## src/rtl/alu_exec_unit_if.sv

```systemverilog
// Issue/result bundle between the decode stage, the execute unit and the
// register file write port.
interface alu_exec_unit_if #(
    parameter int WORD_LENGTH = 8,
    parameter int REG_ADDR_W  = 2
);
    logic                   start;
    logic [2:0]             op;
    logic [REG_ADDR_W-1:0]  dest_reg;
    logic [WORD_LENGTH-1:0] operand_a;
    logic [WORD_LENGTH-1:0] operand_b;
    logic                   busy;
    logic                   done;
    logic [WORD_LENGTH-1:0] write_data;
    logic [REG_ADDR_W-1:0]  write_reg;
    logic                   write_reg_en;
    logic [2:0]             CZN;

    // Issuing side: drives requests and observes results
    modport master (
        output start, op, dest_reg, operand_a, operand_b,
        input  busy, done, write_data, write_reg, write_reg_en, CZN
    );

    // Execute unit side
    modport slave (
        input  start, op, dest_reg, operand_a, operand_b,
        output busy, done, write_data, write_reg, write_reg_en, CZN
    );
endinterface

```

## src/rtl/alu_exec_unit.sv

```systemverilog
// Execute stage feeding the register file write port. Logic/arithmetic ops
// complete in one cycle; MUL is an iterative shift-add unsigned multiply
// that runs for WORD_LENGTH cycles while busy is high.
module alu_exec_unit #(
    parameter int WORD_LENGTH = 8,
    parameter int REG_ADDR_W  = 2
) (
    input  logic          clk,
    input  logic          rst,
    alu_exec_unit_if.slave bus
);
    localparam int CNT_W = (WORD_LENGTH > 1) ? $clog2(WORD_LENGTH) : 1;

    localparam logic [2:0] OP_ADD = 3'b000;
    localparam logic [2:0] OP_SUB = 3'b001;
    localparam logic [2:0] OP_AND = 3'b010;
    localparam logic [2:0] OP_OR  = 3'b011;
    localparam logic [2:0] OP_XOR = 3'b100;
    localparam logic [2:0] OP_SHL = 3'b101;
    localparam logic [2:0] OP_SHR = 3'b110;
    localparam logic [2:0] OP_MUL = 3'b111;

    typedef enum logic {IDLE, MUL} state_t;

    state_t                   state;
    logic [CNT_W-1:0]         iter_cnt;
    logic [2*WORD_LENGTH-1:0] acc;
    logic [2*WORD_LENGTH-1:0] mcand;
    logic [WORD_LENGTH-1:0]   mplier;
    logic [REG_ADDR_W-1:0]    dest_q;

    logic [WORD_LENGTH-1:0]   alu_res;
    logic                     alu_c;
    logic [WORD_LENGTH:0]     wide;
    logic [2*WORD_LENGTH-1:0] next_acc;

    // Single-cycle result and carry/borrow computed straight from the issue inputs
    always_comb begin
        alu_res = '0;
        alu_c   = 1'b0;
        wide    = '0;
        case (bus.op)
            OP_ADD: begin
                wide    = {1'b0, bus.operand_a} + {1'b0, bus.operand_b};
                alu_res = wide[WORD_LENGTH-1:0];
                alu_c   = wide[WORD_LENGTH];
            end
            OP_SUB: begin
                // The extra top bit of the widened difference is set exactly when a < b
                wide    = {1'b0, bus.operand_a} - {1'b0, bus.operand_b};
                alu_res = wide[WORD_LENGTH-1:0];
                alu_c   = wide[WORD_LENGTH];
            end
            OP_AND: alu_res = bus.operand_a & bus.operand_b;
            OP_OR:  alu_res = bus.operand_a | bus.operand_b;
            OP_XOR: alu_res = bus.operand_a ^ bus.operand_b;
            OP_SHL: begin
                alu_res = {bus.operand_a[WORD_LENGTH-2:0], 1'b0};
                alu_c   = bus.operand_a[WORD_LENGTH-1];
            end
            OP_SHR: begin
                alu_res = {1'b0, bus.operand_a[WORD_LENGTH-1:1]};
                alu_c   = bus.operand_a[0];
            end
            default: begin
                alu_res = '0;
                alu_c   = 1'b0;
            end
        endcase
    end

    // One shift-add step: add the shifted multiplicand when the current multiplier LSB is set
    always_comb begin
        next_acc = acc + (mplier[0] ? mcand : '0);
    end

    // Control FSM, multiply datapath and all registered outputs
    always_ff @(posedge clk) begin
        if (rst) begin
            state            <= IDLE;
            iter_cnt         <= '0;
            acc              <= '0;
            mcand            <= '0;
            mplier           <= '0;
            dest_q           <= '0;
            bus.busy         <= 1'b0;
            bus.done         <= 1'b0;
            bus.write_reg_en <= 1'b0;
            bus.write_data   <= '0;
            bus.write_reg    <= '0;
            bus.CZN          <= 3'b000;
        end else begin
            bus.done         <= 1'b0;
            bus.write_reg_en <= 1'b0;
            case (state)
                IDLE: begin
                    if (bus.start) begin
                        if (bus.op == OP_MUL) begin
                            state    <= MUL;
                            bus.busy <= 1'b1;
                            iter_cnt <= '0;
                            acc      <= '0;
                            mcand    <= {{WORD_LENGTH{1'b0}}, bus.operand_a};
                            mplier   <= bus.operand_b;
                            dest_q   <= bus.dest_reg;
                        end else begin
                            bus.write_data   <= alu_res;
                            bus.write_reg    <= bus.dest_reg;
                            bus.CZN          <= {alu_res[WORD_LENGTH-1], (alu_res == '0), alu_c};
                            bus.done         <= 1'b1;
                            bus.write_reg_en <= 1'b1;
                        end
                    end
                end
                MUL: begin
                    acc      <= next_acc;
                    mcand    <= mcand << 1;
                    mplier   <= mplier >> 1;
                    iter_cnt <= iter_cnt + 1'b1;
                    if (iter_cnt == CNT_W'(WORD_LENGTH - 1)) begin
                        state            <= IDLE;
                        bus.busy         <= 1'b0;
                        bus.write_data   <= next_acc[WORD_LENGTH-1:0];
                        bus.write_reg    <= dest_q;
                        bus.CZN          <= {next_acc[WORD_LENGTH-1],
                                             (next_acc[WORD_LENGTH-1:0] == '0),
                                             (next_acc[2*WORD_LENGTH-1:WORD_LENGTH] != '0)};
                        bus.done         <= 1'b1;
                        bus.write_reg_en <= 1'b1;
                    end
                end
                default: state <= IDLE;
            endcase
        end
    end
endmodule

```

## src/flat_wrapper.sv

```systemverilog
// flat-port wrapper written by rule: the top's interface ports become plain ports
module alu_exec_unit_flat 
#(
    parameter int WORD_LENGTH = 8,
    parameter int REG_ADDR_W  = 2
)
  (clk, rst, bus_start, bus_op, bus_dest_reg, bus_operand_a, bus_operand_b, bus_busy, bus_done, bus_write_data, bus_write_reg, bus_write_reg_en, bus_CZN);
  alu_exec_unit_if #(.WORD_LENGTH(WORD_LENGTH), .REG_ADDR_W(REG_ADDR_W)) bus_i ();
  input  logic clk;
  input  logic rst;
  input wire logic [$bits(bus_i.start)-1:0] bus_start;
  input wire logic [$bits(bus_i.op)-1:0] bus_op;
  input wire logic [$bits(bus_i.dest_reg)-1:0] bus_dest_reg;
  input wire logic [$bits(bus_i.operand_a)-1:0] bus_operand_a;
  input wire logic [$bits(bus_i.operand_b)-1:0] bus_operand_b;
  output wire logic [$bits(bus_i.busy)-1:0] bus_busy;
  output wire logic [$bits(bus_i.done)-1:0] bus_done;
  output wire logic [$bits(bus_i.write_data)-1:0] bus_write_data;
  output wire logic [$bits(bus_i.write_reg)-1:0] bus_write_reg;
  output wire logic [$bits(bus_i.write_reg_en)-1:0] bus_write_reg_en;
  output wire logic [$bits(bus_i.CZN)-1:0] bus_CZN;
  assign bus_i.start = bus_start;
  assign bus_i.op = bus_op;
  assign bus_i.dest_reg = bus_dest_reg;
  assign bus_i.operand_a = bus_operand_a;
  assign bus_i.operand_b = bus_operand_b;
  assign bus_busy = bus_i.busy;
  assign bus_done = bus_i.done;
  assign bus_write_data = bus_i.write_data;
  assign bus_write_reg = bus_i.write_reg;
  assign bus_write_reg_en = bus_i.write_reg_en;
  assign bus_CZN = bus_i.CZN;
  alu_exec_unit #(.WORD_LENGTH(WORD_LENGTH), .REG_ADDR_W(REG_ADDR_W)) u_core (.clk(clk), .rst(rst), .bus(bus_i));
endmodule
```

## config.mk

```make
export PLATFORM = sky130hd
export DESIGN_NAME = alu_exec_unit_flat
export DESIGN_NICKNAME = d
export VERILOG_FILES = /design/src/rtl/alu_exec_unit_if.sv /design/src/rtl/alu_exec_unit.sv /design/src/flat_wrapper.sv
export SDC_FILE = /design/constraint.sdc
export NUM_CORES = 1
export LEC_CHECK = 0
export BUFFER_PORTS_ARGS = -buffer_cell sky130_fd_sc_hd__buf_2
export CORE_AREA = 2 2 97 145
export DETAILED_ROUTE_END_ITERATION = 8
export DIE_AREA = 0 0 99 147
export PLACE_DENSITY = 0.6
export SETUP_SLACK_MARGIN = 0.1
export SYNTH_ARGS = -nofsm -noshare
export SYNTH_HDL_FRONTEND = slang
export SYNTH_SLANG_ARGS = --single-unit
```

## constraint.sdc

```tcl
create_clock -name clk -period 5.6 [get_ports clk]
set_input_delay 0.56 -clock clk [delete_from_list [all_inputs] [get_ports clk]]
set_output_delay 0.56 -clock clk [all_outputs]
set_load 0.01 [all_outputs]
```

* Yosys cells after proc, flatten, opt, wreduce, memory -nomap -nowiden
Cells that the tools add are included.
Cells by class: add/subtract/negate cells 4, eq/ne operators 12, mux-type cells 39, bitwise operators 4, reduce and logical (&&, ||, !) cells 8
Operators with widths (number):
- $mux 16 | 5
- $pmux 16 s2 | 2
- $pmux 8 s7 | 1
- $mux 8 | 5
- $pmux 8 s2 | 2
- $add 16x16->16 | 1
- $logic_not 8->1 | 2
- $eq 3x3->1 const B | 5
- $mux 3 | 5
- $pmux 3 s2 | 2
- $add 8x8->9 | 1
- $mux 1 | 9
- $reduce_and 3->1 | 3
- $sub 8x8->9 | 1
- $and 8x8->8 | 1
- $or 8x8->8 | 1
- $reduce_bool 8->1 | 1
- $xor 8x8->8 | 1
- $eq 3x2->1 const B | 2
- $mux 2 | 3
- $ne 2x2->1 const B | 3
- $pmux 1 s2 | 3
- $pmux 1 s4 | 1
- $pmux 2 s2 | 1
- 6 further kinds | 6
Word-level totals: register bits 61, bits of input ports 24, output and inout bits 16, word-level logic and storage cells 78

* Depth between registers and ports, before layout
depth in word-level cells 6, mapped depth 11

* Worst setup path after synthesis
OpenSTA, ideal clock, no wires.
path type flip-flop to flip-flop, start point register u_core.mplier[0], end point register u_core.bus.CZN[0], setup time 125 ps, arrival 2469 ps, path slack 3006 ps, cell stages (with the launch flop) 11, path buffers 0, clock period less this slack 2594 ps, cells stage by stage dfxtp_1 -> and2_1 -> ha_1 -> fa_1 -> a211oi_1 -> o21bai_1 -> a211oi_1 -> o311a_1 -> o22ai_1 -> nor4b_1 -> a21oi_1
On the way: longest elaborated chain between the ends 5
Ends and longest elaborated chain:
- from (decl) | RTL line alu_exec_unit.sv:29 | logic [WORD_LENGTH-1:0] mplier;
- from (signal assigned) | RTL line alu_exec_unit.sv:104 | mplier <= bus.operand_b;
- from (signal assigned) | RTL line alu_exec_unit.sv:118 | mplier <= mplier >> 1;
- $mux 16 | RTL line alu_exec_unit.sv:74 | next_acc = acc + (mplier[0] ? mcand : '0);
- $add 16x16->16 | RTL line alu_exec_unit.sv:74
- $reduce_bool 8->1 | RTL line alu_exec_unit.sv:127 | (next_acc[2*WORD_LENGTH-1:WORD_LENGTH] != '0)};
- $mux 3 | RTL line alu_exec_unit.sv:120 | if (iter_cnt == CNT_W'(WORD_LENGTH - 1)) begin
- $pmux 3 s2 | RTL line alu_exec_unit.sv:95 | case (state)
- to (signal assigned) | RTL line alu_exec_unit.sv:109 | bus.CZN <= {alu_res[WORD_LENGTH-1], (alu_res == '0), alu_c};
- to (signal assigned) | RTL line alu_exec_unit.sv:125 | bus.CZN <= {next_acc[WORD_LENGTH-1],
- to (decl) | RTL line alu_exec_unit_if.sv:28 | output busy, done, write_data, write_reg, write_reg_en, CZN
No other way between the ends. The select of a mux whose other input is x is not followed. A chain may end at the register's enable or synchronous reset.

* Worst setup path after layout
Ends and elaborated chain as after synthesis.

==> impl_results.md <==
* Run status: finished clean
* Synth top cells by count: nor2_1, a21oi_1, dfxtp_1
* Asr flop ratio synth at 0
* CTS tree: done
* Post-Route WL at ~14,000 um
* Mapped Nets at 700
* Vias in the first global route at 4,478
* MaxCap Viol Count at 0
* Worst setup SP type: register
* Top flop regs: u_core.acc (16), u_core.mcand (16)
* Leak Pwr at about 2.4 nW
* Initial antenna violation count at 0
* # fillers at about 1,400
* Req. time, crit path at a little under 6000 ps
* DP Area at 0.00494 mm2
* H-tree depth at 3
* CTS clk-pin slew, worst paths at 50 ps
* HP Class: reg2reg
* GR Util All Layers at 0.191
* Die Height at roughly 150 um
* Clock Latency Late Sink at 340 ps
* Crit end category: register
* Max-Slew Margin vs Limit at 0.317
* CP arrival at around 3300 ps
* Fin. max-slew vios at 0
* First-pass GRT wire length at approximately 22,000 um
* Layout Nets at 712
* Mean Syn Cell Area at ~7.4 um2
* Setup-failing EPs final at 0
* Area delta synth->final at 12.1%
* Initial Util at 0.352
* Top_reg_cell synth: dfxtp_1
* Die ar. at 0.0146 mm2
* Design area at around 0.0053 mm2
* Synthesized area at 0.00469 mm2
* Count leader, synth: nor2_1
* Synth top area share at 0.256
* Tmin final at 3050 ps
* N_diodes at 0
* Pre-antenna DRT Iters at 5
* Violation count after the first detailed-route iteration at 280
* Clk_skew at 9.64 ps
* Synthesized instance count at between 600 and 700
* CTS Buffer Depth at 2
* Gpl congestion at between 0.9 and 1
* EDFF count, synth at 0
* Placed wire-length estimate at 10,400 um
* Post CTS Setup Buffer Count at 0
* Largest area contributor in the netlist: dfxtp_1
* Cts hold-fix bufs at 0
* Fmax at roughly 330 MHz
* Worst IR Drop VDD at 0.108 mV
* Synth area leaders: dfxtp_1, ha_1, a21oi_1, nor2_1, and3_1
* Routed Antenna Nets at 0
* Total negative slack at 0 ps
* Sequential area share after synthesis at 0.256
* TritonCTS buffer count at 9
* Core area at around 0.013 mm2
* Largest net degree at the start of global routing at just over 70
* WL/cell at ~17 um
* Fin. Hold Viols at 0
* Slew @ Worst Pin at roughly 1000 ps
* Port Buffers at 39
* Layout cell share with drive strength beyond 1 at 0.108
* Root Buffer: clkbuf_16
* Syn. warnings at 0
* Number of distinct library cells after synthesis at 64
* Final period util at 0.544
* Vias at roughly 4,600
* DRC Markers at 0
* Seq cells post-synth at 60
* Die Wd at 99 um
* Post_cts resized at 0
* FP Rows at 52
* Fin Hold WS at between 400 and 500 ps
* Clock sinks at 60
* Grt ovf at 0
* RSZ-0062 raised after global routing: no
* CP max FO at 17
* Via-per-instance ratio at approximately 5.7
* Critical path type: reg2reg
* Total Power at 1.24 mW
* PwrDens at about 240 mW/mm2
* I/O pin count at 40
-- final timing paths --
kind,slack [ps],to,start,cells past startpoint
worst max-delay path,2550,u_core.bus.CZN[0]$_SDFFE_PP0P_,u_core.mplier[0]$_SDFFE_PP0P_,10
worst min register to register,450,u_core.bus.write_data[6]$_SDFFE_PP0P_,u_core.bus.write_data[6]$_SDFFE_PP0P_,2
worst max register to register,2550,u_core.bus.CZN[0]$_SDFFE_PP0P_,u_core.mplier[0]$_SDFFE_PP0P_,10
worst min-delay path,450,u_core.bus.write_data[6]$_SDFFE_PP0P_,u_core.bus.write_data[6]$_SDFFE_PP0P_,2
-- cells by family after synthesis --
kind of cell / share of synthesized area
adders and majority gates: 0.122
buffers and inverters: 0.0635
muxes: 0.0264
xor gates and xnor gates: 0.0224
DFF: 0.256
AOI/OAI and AO/OA: 0.262
and+or+nand+nor: 0.247
-- per-stage QoR --
step | worst slack [ps] | util | instances
after floorplan | 3010 | - | 632
after global placement | 2570 | 0.370 | 795
after detailed placement | 2560 | 0.370 | 795
after CTS | 2550 | 0.394 | 811
after global routing | 2290 | 0.394 | 811
final | 2550 | 0.394 | 811
-- critical path, cell delays in order, from the launching register on --
cell,delay [ps]
dfxtp_1,450
and2_1,240
ha_1,240
fa_1,460
a211oi_1,300
o21bai_1,150
a211oi_1,400
o311a_1,240
o22ai_1,70
nor4b_1,290
a21oi_1,100
-- report_power, final --
group          total, mW  switching, mW  internal (mW)  leakage (nW)
registers          0.445        0.00662          0.438         0.487
logic              0.201          0.128         0.0727          1.72
clock network      0.595          0.196          0.399         0.159
-- metal layers --
layer / routed length, um / vias to the layer above / global-route usage / part of all wire
li1: - / 2267 / - / -
met1: 5240 / 2179 / 0.203 / 0.38
met2: 7300 / 154 / 0.345 / 0.53
met3: 594 / 44 / 0.0324 / 0.043
met4: 748 / 0 / 0.117 / 0.054
met5: 0 / - / 0 / 0
-- placed cells by master (no fill, tap or decap), drive strengths merged, types with 4 or more instances in the layout --
cell / count
and2: 19
a31oi: 8
and3: 26
o211ai: 6
nor3b: 4
nand3: 15
nor3: 19
nor2: 94
buf: 42
a211oi: 9
a21oi: 87
xor2: 6
xnor2: 6
a21o: 8
o21bai: 6
o2111ai: 5
mux2i: 9
o21ai: 22
dfxtp: 60
inv: 33
nor2b: 6
clkbuf: 11
nand2: 32
nand2b: 11
ha: 41
-- area by class of cell --
type | count | area [um2] | area share
multi-input cells | 498 | 3190 | 0.607
flip-flops and latches | 60 | 1200 | 0.229
clock buffers | 11 | 243 | 0.0462
repair buffers | 42 | 218 | 0.0414
well taps | 162 | 203 | 0.0386
inverters | 33 | 124 | 0.0236
clock inverters | 5 | 75.1 | 0.0143
Note: power is estimated with default switching activity, not from simulation.
